--- config.mk ---
export PLATFORM = sky130hd
export DESIGN_NAME = cla_addsub_pipe
export DESIGN_NICKNAME = d
export VERILOG_FILES = /design/src/rtl/cla_addsub_pipe.sv
export SDC_FILE = /design/constraint.sdc
export NUM_CORES = 1
export LEC_CHECK = 0
export ABC_AREA = 0
export CAP_MARGIN = 20
export CORE_ASPECT_RATIO = 1.25
export CORE_UTILIZATION = 50
export CTS_BUF_LIST = sky130_fd_sc_hd__clkbuf_4 sky130_fd_sc_hd__clkbuf_8
export CTS_CLUSTER_DIAMETER = 40
export DETAILED_ROUTE_END_ITERATION = 7
export GPL_TIMING_DRIVEN = 0
export HOLD_SLACK_MARGIN = 0.15
export PLACE_DENSITY = 0.78
export SETUP_SLACK_MARGIN = 0.5
export SLEW_MARGIN = 20
export SYNTH_ARGS = -nofsm -noshare
export SYNTH_HDL_FRONTEND = slang
export SYNTH_SLANG_ARGS = --single-unit
--- constraint.sdc ---
create_clock -name clk -period 4 [get_ports clk]
set_input_delay 0.4 -clock clk [delete_from_list [all_inputs] [get_ports clk]]
set_output_delay 0.4 -clock clk [all_outputs]
set_load 0.005 [all_outputs]
--- src/rtl/cla_addsub_pipe.sv ---
// rtl/cla_addsub_pipe.sv - pipelined carry-lookahead add/subtract unit with NZCV flags
//
// Purpose:
//   WIDTH-bit add/subtract built from GROUP-bit lookahead groups. The carry
//   chain is split across STAGES register stages, each resolving
//   ceil(NG/STAGES) groups. Valid/ready handshakes are on both sides, with a
//   synchronous flush.
//
// Ports:
//   clk        rising-edge clock
//   rst_n      asynchronous active-low reset
//   flush      clears every in-flight operation at the next edge
//   in_valid   a/b/op/cin present this cycle
//   in_ready   unit accepts an operation this cycle
//   a, b       operands (WIDTH)
//   op         00 ADD, 01 SUB, 10 ADC, 11 SBC
//   cin        carry in (ADC/SBC only)
//   out_valid  sum/flags valid
//   out_ready  downstream accepts the result
//   sum        result (WIDTH)
//   flag_n/z/c/v  negative, zero, carry out, signed overflow
module cla_addsub_pipe #(
  parameter int WIDTH  = 32,
  parameter int GROUP  = 4,
  parameter int STAGES = 2
) (
  input  logic             clk,
  input  logic             rst_n,
  input  logic             flush,
  input  logic             in_valid,
  output logic             in_ready,
  input  logic [WIDTH-1:0] a,
  input  logic [WIDTH-1:0] b,
  input  logic [1:0]       op,
  input  logic             cin,
  output logic             out_valid,
  input  logic             out_ready,
  output logic [WIDTH-1:0] sum,
  output logic             flag_n,
  output logic             flag_z,
  output logic             flag_c,
  output logic             flag_v
);

  localparam int NG  = WIDTH / GROUP;
  localparam int GPS = (NG + STAGES - 1) / STAGES;

  // One in-flight operation: operands, partial sum and the carry into the
  // next unresolved group.
  typedef struct packed {
    logic [WIDTH-1:0] a;
    logic [WIDTH-1:0] be;
    logic [WIDTH-1:0] s;
    logic             c;
  } word_t;

  function automatic int grp_hi(input int s);
    return ((s + 1) * GPS > NG) ? NG : (s + 1) * GPS;
  endfunction

  // Resolve groups [lo, hi). Each bit carry is formed in two-level lookahead
  // form (OR of generate terms times propagate products) rather than rippled.
  function automatic word_t step(input word_t w, input int lo, input int hi);
    word_t            r;
    logic [GROUP-1:0] gg;
    logic [GROUP-1:0] pp;
    logic [GROUP:0]   cc;
    logic             prod;
    r = w;
    for (int g = 0; g < NG; g++) begin
      if (g >= lo && g < hi) begin
        gg    = w.a[g*GROUP +: GROUP] & w.be[g*GROUP +: GROUP];
        pp    = w.a[g*GROUP +: GROUP] ^ w.be[g*GROUP +: GROUP];
        cc    = '0;
        cc[0] = r.c;
        for (int i = 1; i <= GROUP; i++) begin
          prod = 1'b1;
          for (int j = i - 1; j >= 0; j--) begin
            cc[i] = cc[i] | (gg[j] & prod);
            prod  = prod & pp[j];
          end
          cc[i] = cc[i] | (cc[0] & prod);
        end
        r.s[g*GROUP +: GROUP] = pp ^ cc[GROUP-1:0];
        r.c                   = cc[GROUP];
      end
    end
    return r;
  endfunction

  // Flags in {n, z, c, v} order.
  function automatic logic [3:0] flags_of(input word_t w);
    logic v;
    v = (w.a[WIDTH-1] == w.be[WIDTH-1]) & (w.s[WIDTH-1] != w.a[WIDTH-1]);
    return {w.s[WIDTH-1], ~|w.s, w.c, v};
  endfunction

  word_t              prep;
  word_t              stage_d [STAGES];
  word_t              stage_q [STAGES];
  logic [STAGES-1:0]  v_q;
  logic [STAGES-1:0]  adv;
  logic [STAGES-1:0]  ld;
  logic               go;
  logic [3:0]         flags;

  always_comb begin
    prep.a  = a;
    prep.be = op[0] ? ~b : b;
    prep.s  = '0;
    prep.c  = op[1] ? cin : op[0];
    stage_d[0] = step(prep, 0, grp_hi(0));
    for (int s = 1; s < STAGES; s++) begin
      stage_d[s] = step(stage_q[s-1], s * GPS, grp_hi(s));
    end
  end

  // Walk from the output back to the input: go means "the stage downstream
  // of s can take a word this cycle". After the loop it is stage 0's slot.
  always_comb begin
    adv = '0;
    ld  = '0;
    go  = out_ready;
    for (int s = STAGES - 1; s >= 0; s--) begin
      adv[s] = v_q[s] & go;
      go     = ~v_q[s] | go;
    end
    ld[0] = in_valid & go & ~flush;
    for (int s = 1; s < STAGES; s++) begin
      ld[s] = adv[s-1] & ~flush;
    end
  end

  assign in_ready = flush | go;

  always_ff @(posedge clk or negedge rst_n) begin
    if (!rst_n) begin
      v_q <= '0;
      for (int s = 0; s < STAGES; s++) begin
        stage_q[s] <= '0;
      end
    end else begin
      for (int s = 0; s < STAGES; s++) begin
        if (flush) begin
          v_q[s] <= 1'b0;
        end else if (ld[s]) begin
          v_q[s]     <= 1'b1;
          stage_q[s] <= stage_d[s];
        end else if (adv[s]) begin
          v_q[s] <= 1'b0;
        end
      end
    end
  end

  // Flags are forced low whenever no result is presented, so reset shows zero.
  assign out_valid = v_q[STAGES-1];
  assign sum       = stage_q[STAGES-1].s;
  assign flags     = flags_of(stage_q[STAGES-1]) & {4{out_valid}};
  assign flag_n    = flags[3];
  assign flag_z    = flags[2];
  assign flag_c    = flags[1];
  assign flag_v    = flags[0];

endmodule
==> key figures <==
STA
  • Achievable Freq: around 310 MHz
  • Final Hold Viols: 0
  • Final setup viols: 0
  • Max-slew headroom: between 50% and 60%
  • Final-report max-slew violation count: 0
  • Worst slew pin tran: between 0.7 and 0.8 ns
  • Setup Skew: between 0.004 and 0.005 ns
  • RSZ-0062 raised after global routing: false
  • Post-Route Setup TNS: 0 ns
  • Tmin final: between 3 and 4 ns
  • Final period utilization: ~80%

Setup path
  • Cell Chain, Critical Path: buf_6 -> clkbuf_1 -> xor2_1 -> ha_1 -> a21oi_1 -> o22ai_4 -> a31o_1 -> a21oi_1 -> o21ai_1 -> fa_1 -> xnor2_1 -> o21ai_0
  • Worst setup startpoint: op[0]
  • CP delay by family, top: compound AO/OA/AOI/OAI gates
  • CP startpoint kind: primary input
  • CP Data Required Time: between 4 and 5 ns
  • CP Depth: 12
  • Most frequent CP cell: a21oi_1
  • Crit path DAT: ~3.4 ns
  • Reg-to-Reg Start: stage_d[49]
  • Reg2Reg Depth: 9
  • Buf/Inv on CP: 2
  • Critical path class: in -> reg
  • Critical Path Max Stage Delay: between 0.5 and 0.6 ns
  • Worst Path Max Fanout: 10
  • Slowest-stage cell, CP: clkbuf_1
  • Crit end category: register
  • R2r endpoint: sum[29]
  • Flop-to-flop setup slack: about 1.5 ns
  • Setup crit end: stage_d[10]

Floorplan
  • Total Die Area: between 10,000 and 15,000 µm²
  • Rows: 41
  • Core Footprint: ~10,000 µm²
  • Die height: between 100 and 150 µm
  • Initial Util: 51.6%
  • Die X: 93.6 µm
  • IO Count: 110

Synth
  • Post-synthesis cell area: approximately 5200 µm²
  • Avg Inst Size Synth: around 9.0 µm²
  • EDFF count, synth: 0
  • Cells after Synth: a little under 600
  • Sequential share of the synthesized area: slightly above 40%
  • Syn nets: 692
  • Synth top area share: between 40% and 50%
  • Async set or reset register ratio after synthesis: between 90% and 100%
  • Top FF cell, synth: dfrtp_1
  • Unique masters post-synth: 53
  • FF+latch count, synth: 86
  • Synth top area cells: dfrtp_1 41%, nand2_1 12%, ha_1 7.6%
  • Area leader, netlist: dfrtp_1
  • Ys Warns: 0

Layout
  • Area Overhead vs Synth: 27.7%
  • Final core utilization: approximately two thirds
  • Area occupied by multi-input gates: approximately 2700 µm²
  • FF+latch area: around 2200 µm²
  • # fillers: 842
  • Fraction of final layout cells sized beyond drive strength 1: about 8.1%
  • Fin nets: 813
  • Design area: roughly 6700 µm²
  • N_diodes: 0

Routing
  • Post-route DRC: 0
  • DRT antenna net count: 0
  • Vias per inst: roughly 5.3
  • Avg WL per Cell: roughly 14 µm
  • Via count: about 4,400
  • Routed WL: between 10,000 and 15,000 µm
  • Initial drt markers: ~230
  • DRT Pass-1 Iters: 5

Clock network
  • Clock latency on the worst-skew pair: 0.35 ns
  • CTS Buf Count: 9
  • Post_cts resized: 0
  • CTS sink count: 86
  • Reg clk slew, reported paths: around 0.080 ns
  • TritonCTS clock tree: yes
  • Clk root buf: clkbuf_8
  • H-tree depth: 3
  • Post-CTS Setup Bufs: 0
  • CTS max path bufs: 2

Place
  • DP HPWL: between 9000 and 10,000 µm
  • I/O Buffers: around 110
  • Global placer's final weighted congestion: ~0.86
  • Placed Area: around 6500 µm²

Global route
  • Largest net degree at the start of global routing: 58
  • Overall Global Routing Usage: approximately a quarter
  • Grt ovf: 0
  • Vias in the first global route: ~4,200
  • First-pass GRT wire length: between 20,000 and 25,000 µm
  • Initial antenna violation count: 0

Power and ir drop
  • Peak VDD IR: roughly 210 µV
  • Pwr dens: between 400 and 500 nW/µm²
  • Leakage: roughly 3.1 nW

Run status
  • Status: completed

Min path
  • HP Class: in -> reg

Flow run
  • Max_cap viols: 0
-- cells by family (layout without fill, tap and decap cells) --
kind of cell	Yosys count	count (layout)	share of synthesized area (%)
AOI/OAI and AO/OA	106	106	13.5
xor gates and xnor gates	46	46	7.69
adders and majority gates	40	40	10.7
buffers and inverters	69	193	7.38
DFF	86	86	41.1
muxes	2	2	0.621
and+or+nand+nor	231	231	19.0
-- what timing repair did --
item	4_1_cts	5_1_grt
hold endpoints to repair	29	0
hold buffers	1	0
setup endpoints to repair	0	0
-- Yosys cell counts, drive strengths merged, types with 3 or more instances --
library cell,number
xnor2,22
nand4,4
a211oi,3
buf,35
and2,5
dfrtp,86
ha,32
nand2b,3
a21oi,16
o21ai,51
nand3,8
o211ai,3
nor3,6
clkbuf,19
or3,4
nor2,15
and3,5
nand2,165
xor2,24
fa,8
o21bai,3
inv,15
a31oi,3
nor4,6
a21o,7
o31ai,7
-- cell usage in the layout, fill, tap and decap left out, drive strengths merged, types with 3 or more instances in the layout --
cell             n
a211oi           3
a21o             7
a21oi           16
a31oi            3
and2             5
and3             5
buf             37
clkbuf          28
clkdlybuf4s50  107
clkinv           3
dfrtp           86
fa               8
ha              32
inv             15
nand2          165
nand2b           3
nand3            8
nand4            4
nor2            15
nor3             6
nor4             6
o211ai           3
o21ai           51
o21bai           3
o31ai            7
or3              4
xnor2           22
xor2            24
-- power by group --
| group | internal [mW] | leakage (nW) | switching [mW] |
|---|---|---|---|
| clock network | 0.278 | 0.0907 | 0.300 |
| registers | 1.08 | 1.08 | 0.168 |
| logic | 0.696 | 1.95 | 0.543 |
| total | 2.05 | 3.11 | 1.01 |
-- final cells by class --
cell class	instances	area share (%)
Inverter	15	0.841
Buffer	54	4.93
Tap cell	129	2.41
Multi-Input combinational cell	425	40.4
Clock buffer	9	1.85
Sequential cell	86	32.1
Timing Repair Buffer	110	16.7
Clock inverter	5	0.785
-- stage by stage --
stage / total power [mW] / hold slack [ns] / worst slack [ns] / instances
final: 3.06 / 0.406 / 0.784 / 833
after global routing: 3.26 / 0.433 / 0.553 / 833
after floorplan: 1.97 / 0.104 / 0.881 / 580
after CTS: 3.07 / 0.409 / 0.787 / 833
after detailed placement: 2.51 / 0.363 / 0.417 / 818
after global placement: 2.46 / 0.454 / -0.395 / 817
-- how the worst min path moves through the flow --
stage | slack, ns | start | to | depth (start not counted)
global placement | 0.45 | stage_d[16] | sum[15] | 2
finish | 0.41 | op[0] | stage_d[53] | 4
detailed placement | 0.36 | rst_n | sum[20] | 1
global route | 0.43 | op[0] | stage_d[57] | 4
CTS | 0.41 | op[0] | stage_d[53] | 4
floorplan | 0.10 | rst_n | stage_d[10] | 0
-- metal layers --
metal	vias to the layer above	wire [µm]	track usage, %
met5	-	0	0
met4	0	112	5.33
met3	8	588	3.39
met2	142	5960	40.6
met1	2086	5410	31.7
li1	2169	-	-
-- worst register-to-register path: stages (launching register included) --
cell	delay, ns
dfrtp_1	0.44
ha_1	0.33
a211oi_1	0.09
o21bai_2	0.34
nand3_1	0.13
a31oi_1	0.30
a21oi_1	0.15
fa_1	0.39
xor2_1	0.18
o21ai_1	0.08
-- registers in the layout, summed over array words and instances (netlist names) --
register / flops
stage_d: 48
sum: 32
stage_q: 4
v_q: 2
Power figures use the tool's default switching activity.
